--- config.mk ---
export PLATFORM = sky130hd
export DESIGN_NAME = serial_adder_ctrl
export DESIGN_NICKNAME = d
export VERILOG_FILES = /design/src/rtl/serial_arith_pkg.sv /design/src/rtl/full_adder.sv /design/src/rtl/serial_adder_ctrl.sv
export SDC_FILE = /design/constraint.sdc
export NUM_CORES = 1
export LEC_CHECK = 0
export CORE_MARGIN = 2
export CORE_UTILIZATION = 45
export CTS_BUF_LIST = sky130_fd_sc_hd__clkbuf_8
export DETAILED_ROUTE_END_ITERATION = 7
export PLACE_DENSITY = 0.71
export REMOVE_ABC_BUFFERS = 1
export SLEW_MARGIN = 20
export SYNTH_ARGS = -nofsm -noshare
export SYNTH_HDL_FRONTEND = slang
export SYNTH_SLANG_ARGS = --single-unit
--- constraint.sdc ---
create_clock -name clk -period 4.1 [get_ports clk]
set_input_delay 0.615 -clock clk [delete_from_list [all_inputs] [get_ports clk]]
set_output_delay 0.615 -clock clk [all_outputs]
set_load 0.005 [all_outputs]
--- src/rtl/serial_arith_pkg.sv ---
// Shared types and limits for the bit-serial arithmetic controllers.
package serial_arith_pkg;

  localparam int SA_WIDTH_MIN = 1;
  localparam int SA_WIDTH_MAX = 32;

  typedef enum logic [1:0] {
    IDLE = 2'b00,
    RUN  = 2'b01,
    DONE = 2'b10
  } sa_state_e;

endpackage

--- src/rtl/full_adder.sv ---
// One-bit combinational full adder cell, time-shared by the serial controller.
module full_adder (
  input  logic A,
  input  logic B,
  input  logic Cin,
  output logic S,
  output logic Cout
);

  assign S    = A ^ B ^ Cin;
  assign Cout = (A & B) | (Cin & (A ^ B));

endmodule

--- src/rtl/serial_adder_ctrl.sv ---
// Bit-serial adder: one full_adder reused over WIDTH clocks, LSB first,
// operands in and result out over independent valid/ready handshakes.
//
// state | meaning
// IDLE  | waiting for operands, start_ready high
// RUN   | one bit per clock through the shared full adder
// DONE  | result held on sum/cout until done_ready
module serial_adder_ctrl
  import serial_arith_pkg::*;
#(
  parameter int WIDTH = 8,
  parameter int CNT_W = $clog2(WIDTH + 1)
) (
  input  logic             clk,
  input  logic             rst_n,
  input  logic             start_valid,
  output logic             start_ready,
  input  logic [WIDTH-1:0] a,
  input  logic [WIDTH-1:0] b,
  input  logic             cin,
  output logic             done_valid,
  input  logic             done_ready,
  output logic [WIDTH-1:0] sum,
  output logic             cout,
  output logic             busy
);

  if (WIDTH < SA_WIDTH_MIN || WIDTH > SA_WIDTH_MAX) begin : g_bad_width
    $error("serial_adder_ctrl: WIDTH out of range");
  end

  sa_state_e        state_q, state_d;
  logic [CNT_W-1:0] cnt_q, cnt_d;
  logic [WIDTH-1:0] opa_q, opa_d;
  logic [WIDTH-1:0] opb_q, opb_d;
  logic [WIDTH-1:0] acc_q, acc_d;
  logic [WIDTH-1:0] sum_q, sum_d;
  logic             carry_q, carry_d;
  logic             cout_q, cout_d;
  logic             fa_s, fa_cout;
  logic             last_bit;

  full_adder u_fa (
    .A    (opa_q[0]),
    .B    (opb_q[0]),
    .Cin  (carry_q),
    .S    (fa_s),
    .Cout (fa_cout)
  );

  assign last_bit = (cnt_q == CNT_W'(WIDTH - 1));

  always_comb begin
    state_d     = state_q;
    cnt_d       = cnt_q;
    opa_d       = opa_q;
    opb_d       = opb_q;
    acc_d       = acc_q;
    sum_d       = sum_q;
    carry_d     = carry_q;
    cout_d      = cout_q;
    start_ready = 1'b0;
    done_valid  = 1'b0;
    busy        = 1'b0;
    case (state_q)
      IDLE: begin
        start_ready = 1'b1;
        if (start_valid) begin
          opa_d   = a;
          opb_d   = b;
          carry_d = cin;
          cnt_d   = '0;
          state_d = RUN;
        end
      end
      RUN: begin
        busy    = 1'b1;
        carry_d = fa_cout;
        // Sum bits enter at the MSB so the LSB lands in bit 0 after WIDTH shifts.
        acc_d   = (acc_q >> 1) | (WIDTH'(fa_s) << (WIDTH - 1));
        opa_d   = opa_q >> 1;
        opb_d   = opb_q >> 1;
        cnt_d   = cnt_q + CNT_W'(1);
        if (last_bit) begin
          sum_d   = acc_d;
          cout_d  = fa_cout;
          state_d = DONE;
        end
      end
      DONE: begin
        busy       = 1'b1;
        done_valid = 1'b1;
        if (done_ready) state_d = IDLE;
      end
      default: state_d = IDLE;
    endcase
  end

  always_ff @(posedge clk or negedge rst_n) begin
    if (!rst_n) begin
      state_q <= IDLE;
      cnt_q   <= '0;
      opa_q   <= '0;
      opb_q   <= '0;
      acc_q   <= '0;
      sum_q   <= '0;
      carry_q <= 1'b0;
      cout_q  <= 1'b0;
    end else begin
      state_q <= state_d;
      cnt_q   <= cnt_d;
      opa_q   <= opa_d;
      opb_q   <= opb_d;
      acc_q   <= acc_d;
      sum_q   <= sum_d;
      carry_q <= carry_d;
      cout_q  <= cout_d;
    end
  end

  assign sum  = sum_q;
  assign cout = cout_q;

endmodule

==> reports/results.tsv, run 1 <==
stage	metric	value	unit
floorplan	core_area	3720	sq um
layout	seqCellArea	976	sq um
clock_network	post_cts_resized	0	
clock_network	ctsHoldBuffers	0	
layout	drive_above_1_share	16.9	%
grt	grt_pass1_vias	1104	
layout	syn_to_final_growth	26.6	%
floorplan	io_pins	33	
synthesis	synth.distinct_cells	24	
grt	grt_pass1_wl	4660	microns
layout	diodes	0	
clock_network	clockRootBuffer	clkbuf_8	
drt	wl_per_cell	12.2	microns
layout	fillCellCount	324	
clock_network	post_cts_buffers	0	
placement	dpl.cell_count	218	
synthesis	synth_flop_cell	dfrtp_1	
grt	antenna_found_initial	0	
setup_path	worst_path_largest_cell_delay	0.62	ns
setup_path	end_kind	flip-flop	
synthesis	yosysWarningCount	0	
clock_network	clk_pin_slew	0.08	ns
drt	vias_per_cell	5.08	
timing	setup_viol	0	
floorplan	initial_core_util	47.2	%
drt	first_iter_violations	59	
floorplan	dieArea	4410	sq um
setup_path	critPathKind	reg -> reg	
clock_network	clock-sinks	39	
setup_path	critical_path.startpoint	state_q[1]	
setup_path	cp_data_arrival_time	2.47	ns
floorplan	die_x	66.4	microns
grt	grt_usage	14.0	%
synthesis	async_flop_share	100	%
grt	overflow	0	
layout	final_cells	226	
timing	worst_slew_pin_slew	0.845	ns
synthesis	syn-instance-count	144	
synthesis	synth_area_leader_cell	dfrtp_1	
placement	numPortBuffers	32	
clock_network	cts_tree	yes	
worst_hold_path	hold_path.class	in -> async	
clock_network	clockBufferDepth	2	
clock_network	clk-insertion-delay-late	0.28	ns
setup_path	path_cells	inv_1 -> ha_1 -> buf_4 -> nand4b_2 -> mux2_2	
floorplan	die_y	66.4	microns
placement	hpwl	1990	microns
timing	drv_slew	0	
clock_network	htree_levels	2	
grt	grt_max_degree	40	
layout	multi_input_area	727	sq um
drt	dr.pass1.iters	4	
setup_path	r2r-start	state_q[1]	
run_status	status	completed	
synthesis	synth_top_cell_area_share	55.7	%
timing	max_clock_freq	434	MHz
power	ir_drop	0.311	mV
timing	rsz0062_at_grt	no	
setup_path	crit_required	4.26	ns
timing	clock_skew	0.00690	ns
placement	routabilityCongestion	0.722	
timing	max_slew_margin	43.7	%
synthesis	synth-seq-cells	39	
synthesis	yosysSeqAreaShare	55.7	%
drt	drc	0	
timing	setup_tns	0	ns
timing	worst_slack	1.80	ns
floorplan	fp-row-count	22	
drt	antenna_left	0	
drt	num_vias	1149	
power	p_per_area	735	nW/um^2
layout	final_nets	203	
setup_path	cp-start-kind	flip-flop	
synthesis	synth-edff-count	0	
placement	pre_cts_ws	1.76	ns
synthesis	synth.area.top_cells	dfrtp_1, mux2_2, mux2i_1	
setup_path	crit_slowest_cell	ha_1	
clock_network	cts_inserted_buffers	5	
timing	hold_violations	0	
job	maxCapViolCount	0	
timing	fin_crit	2.30	ns
synthesis	synthesis.area	1750	sq um
drt	routed_wl	2750	microns
timing	post-route-period-util	56.2	%
synthesis	syn_avg_cell_area	12.2	sq um
power	p_leak	0.00101	uW
setup_path	worst-path-max-fanout	20	
cells in the mapped netlist, types with 2 or more instances:
cell type,count
buf_2,4
nor2b_1,2
dfrtp_1,39
nand2b_1,2
nand2_1,22
inv_1,2
nand3_1,3
mux2_2,17
buf_4,3
mux2i_1,16
o21ai_0,18
ha_1,4
critical path, delay by kind of cell (launching register included):
kind / cells / cell delay (ns)
adder cells (fa/ha/maj): 1 / 0.62
buffers and inverters: 2 / 0.48
flip-flops: 1 / 0.40
multiplexers: 1 / 0.37
AND/OR/NAND/NOR: 1 / 0.32
stage by stage:
stage | util [%] | total power (uW) | cell area [sq um] | hold slack, ns
after global routing | 59.7 | 1770 | 2220 | 0.500
after global placement | 56.5 | 1300 | 2100 | 0.461
after detailed placement | 56.5 | 1330 | 2100 | 0.470
after floorplan | - | 1100 | 1710 | 0.319
final | 59.7 | 1630 | 2220 | 0.435
after CTS | 59.7 | 1660 | 2220 | 0.463
cells in the final DEF, fill, tap and decap left out:
| cell | n |
|---|---|
| ha_1 | 4 |
| buf_4 | 2 |
| nand3_1 | 3 |
| o32a_1 | 1 |
| nand4b_2 | 1 |
| buf_2 | 1 |
| or4b_1 | 1 |
| bufinv_16 | 1 |
| or2b_1 | 1 |
| clkinv_2 | 1 |
| o21ai_0 | 18 |
| fa_1 | 1 |
| a32o_1 | 1 |
| mux2i_1 | 15 |
| nand2_1 | 22 |
| clkbuf_8 | 6 |
| o211ai_1 | 1 |
| nand3b_1 | 1 |
| nand2b_1 | 2 |
| nand4b_1 | 1 |
| a211oi_1 | 1 |
| mux2_2 | 17 |
| nor3_1 | 1 |
| nor2b_1 | 2 |
| inv_1 | 2 |
| dfrtp_1 | 39 |
| clkdlybuf4s50_1 | 31 |
| mux2i_2 | 1 |
layout make-up:
cell class              instances  area share [%]
well taps                      48            2.71
repair buffers                 34            14.9
multi-input cells              95            32.8
clock buffers                   6            3.72
flip-flops and latches         39            44.0
clock inverters                 2            1.58
inverters                       2           0.338
metal layers:
layer	vias to the layer above	GRT usage (%)	part of all wire, %
li1	569	-	-
met1	549	15.8	44
met2	29	25.0	50
met3	2	4.43	5.8
met4	0	4.59	0.36
met5	-	0	0
worst paths after layout:
kind                             to  slack, ns  cells after the start
min in group clk           opb_q[4]       0.48                      2
max in group asynchronous  acc_q[4]       3.13                      1
setup / recovery             sum[1]       1.80                      5
hold / removal               sum[6]       0.43                      1
setup reg to reg             sum[1]       1.80                      5
hold reg to reg            opb_q[4]       0.48                      2
report_power, final:
group	leakage (uW)	internal (uW)	total, uW	switching [uW]
registers	0.000493	560	665	105
logic	0.000452	356	645	289
clock network	0.0000612	197	320	123
flip-flops by register name, summed over array words and instances, names as in the netlist:
| signal | count |
|---|---|
| cnt_q | 4 |
| carry_q | 1 |
| state_q | 2 |
| opa_q | 8 |
| sum | 8 |
| opb_q | 8 |
| acc_q | 7 |
| cout | 1 |
kinds of logic after synthesis:
logic type | synth area share (%)
flops | 55.7
buf+inv | 3.07
fa+ha+maj | 4.00
mux | 20.1
simple gates | 10.1
compound gates | 7.14
Power figures use the tool's default switching activity.
==> run 2, diff against run 1 <==
--- a/config.mk
+++ b/config.mk
@@ -9,7 +9,7 @@
 export CORE_UTILIZATION = 45
 export CTS_BUF_LIST = sky130_fd_sc_hd__clkbuf_8
 export DETAILED_ROUTE_END_ITERATION = 7
-export PLACE_DENSITY = 0.71
+export PLACE_DENSITY = 0.73
 export REMOVE_ABC_BUFFERS = 1
 export SLEW_MARGIN = 20
 export SYNTH_ARGS = -nofsm -noshare
==> constraint.sdc (replaced) <==
create_clock -name clk -period 1.9 [get_ports clk]
set_input_delay 0.285 -clock clk [delete_from_list [all_inputs] [get_ports clk]]
set_output_delay 0.285 -clock clk [all_outputs]
set_load 0.005 [all_outputs]
==> run 2 against run 1 <==
Effect of this change:
- wire length is 0.98% higher
- die area stayed put
- combinational power rose by 120%
- global-route usage is 1.4 points higher
- via count rose by 3.4%
- hold slack worse by 0.40 ns
- cell count is 0.88% higher
- non-clock buffer count is 2 higher
- critical path type is now reg -> out
- largest power group unchanged
- highest routed layer unchanged
==> reports/results.tsv, run 2 (synthesis gave the netlist of run 1 again) <==
stage	metric	value	unit
drt	wl_per_cell	12.2	microns
drt	routed_wl	2780	microns
floorplan	io_pins	33	
floorplan	initial_core_util	47.2	%
setup_path	endpoint	busy	
clock_network	post_cts_buffers	0	
clock_network	cts_inserted_buffers	5	
setup_path	cp-start-kind	flip-flop	
layout	diodes	0	
drt	drc	0	
floorplan	fp-row-count	22	
clock_network	ctsHoldBuffers	0	
timing	drv_slew	0	
grt	overflow	0	
timing	setup_tns	0	ns
clock_network	clk-insertion-delay-late	0.28	ns
timing	fin_crit	1.83	ns
layout	syn_to_final_growth	26.6	%
power	p_comb_share	41.5	%
power	p_seq_share	41.6	%
power	ir_drop	0.639	mV
setup_path	ff2ff_path_depth	5	
power	power_frac_clock	16.9	%
worst_hold_path	hold_path.class	in -> async	
floorplan	dieArea	4410	sq um
layout	final_cells	228	
setup_path	path_cells	inv_1 -> ha_2 -> clkdlybuf4s50_1	
drt	first_iter_violations	72	
floorplan	die_y	66.4	microns
setup_path	r2r_setup_slack	0.32	ns
layout	final_nets	205	
floorplan	die_x	66.4	microns
setup_path	r2r-start	state_q[0]	
layout	layout_common_cells	dfrtp_1, clkdlybuf4s50_1, nand2_1	
power	p_int	2320	uW
timing	clock_skew	0.00243	ns
grt	grt_usage	15.4	%
layout	fillCellCount	323	
clock_network	clockRootBuffer	clkbuf_8	
setup_path	critical_path.startpoint	state_q[0]	
clock_network	cts_tree	yes	
timing	setup_viol	0	
setup_path	crit_slowest_cell	clkdlybuf4s50_1	
power	p_per_area	1550	nW/um^2
clock_network	post_cts_resized	0	
layout	drive_above_1_share	17.8	%
drt	num_vias	1188	
timing	timing.hold.ws	0.0393	ns
run_status	status	completed	
power	switchingPower	1120	uW
grt	grt_max_degree	40	
setup_path	end_kind	output port	
setup_path	cp_data_arrival_time	1.54	ns
drt	dr.pass1.iters	4	
setup_path	critPathKind	reg -> out	
layout	multi_input_area	729	sq um
timing	max_slew_margin	67.7	%
drt	antenna_left	0	
placement	numPortBuffers	32	
clock_network	clock-sinks	39	
layout	seqCellArea	976	sq um
layout	final_common_cell	dfrtp_1	
timing	post-route-period-util	96.2	%
setup_path	crit_required	1.62	ns
clock_network	htree_levels	2	
layout	final_util	59.7	%
setup_path	r2r-end	opb_q[4]	
placement	hpwl	2020	microns
floorplan	core_area	3720	sq um
timing	max_clock_freq	547	MHz
grt	grt_pass1_vias	1262	
power	p_leak	0.00101	uW
timing	hold_violations	0	
timing	worst_slew_pin_slew	0.485	ns
job	maxCapViolCount	0	
setup_path	worst-path-max-fanout	3	
drt	vias_per_cell	5.21	
setup_path	worst_path_largest_cell_delay	0.51	ns
placement	dpl.cell_count	220	
placement	routabilityCongestion	0.709	
power	swShare	32.5	%
grt	grt_pass1_wl	5090	microns
grt	antenna_found_initial	0	
clock_network	clockBufferDepth	2	
clock_network	clk_pin_slew	0.07	ns
==> run 2: cell count changes in the layout (fill, tap and decap cells not counted) <==
| cell | before | now |
|---|---|---|
| inv_1 | 2 | 3 |
| bufinv_16 | 1 | 0 |
| buf_4 | 2 | 4 |
| clkbuf_8 | 6 | 7 |
| clkinv_2 | 1 | 0 |
| ha_1 | 4 | 3 |
| ha_2 | 0 | 1 |
==> run 2: how the worst min path moves through the flow <==
stage / depth (start not counted) / slack, ns / end / start
2_1_floorplan: 0 / -0.01 / acc_q[1] / rst_n
3_3_place_gp: 2 / 0.36 / sum[6] / rst_n
3_5_place_dp: 2 / 0.37 / sum[5] / rst_n
4_1_cts: 2 / 0.06 / sum[5] / rst_n
5_1_grt: 2 / 0.08 / sum[5] / rst_n
6_report: 2 / 0.04 / sum[4] / rst_n
==> run 2: worst max-delay path: cells and delay by family, from the launching register on <==
family / cells / cell delay [ns]
buffers and inverters: 2 / 0.59
DFF: 1 / 0.38
adders and majority gates: 1 / 0.31
==> run 2: routing by layer <==
metal	up-vias	track usage [%]	part of all wire, %
met5	-	0	0
met4	0	3.83	0.90
met3	4	5.96	5.0
met2	25	28.4	51
met1	587	16.3	43
li1	572	-	-
==> run 2: power by group through the flow <==
stage               logic [uW]  clock network [uW]  registers, uW
floorplan                  971                   0           1400
global placement          1380                   0           1420
detailed placement        1450                   0           1450
CTS                       1450                 600           1430
global route              1610                 657           1480
finish                    1420                 581           1430
==> run 2: layout make-up <==
type	count	area share [%]
clock buffers	7	4.34
repair buffers	36	15.6
flip-flops and latches	39	44.0
inverters	2	0.338
well taps	48	2.71
multi-input cells	95	32.9
clock inverters	1	0.169
==> run 2: per-stage QoR <==
| step | setup slack (ns) | power, uW | area, sq um |
|---|---|---|---|
| CTS | 0.0679 | 3490 | 2220 |
| global route | -0.00662 | 3750 | 2220 |
| floorplan | -1.22 | 2370 | 1710 |
| detailed placement | 0.274 | 2900 | 2120 |
| global placement | 0.324 | 2810 | 2120 |
| finish | 0.0721 | 3430 | 2220 |
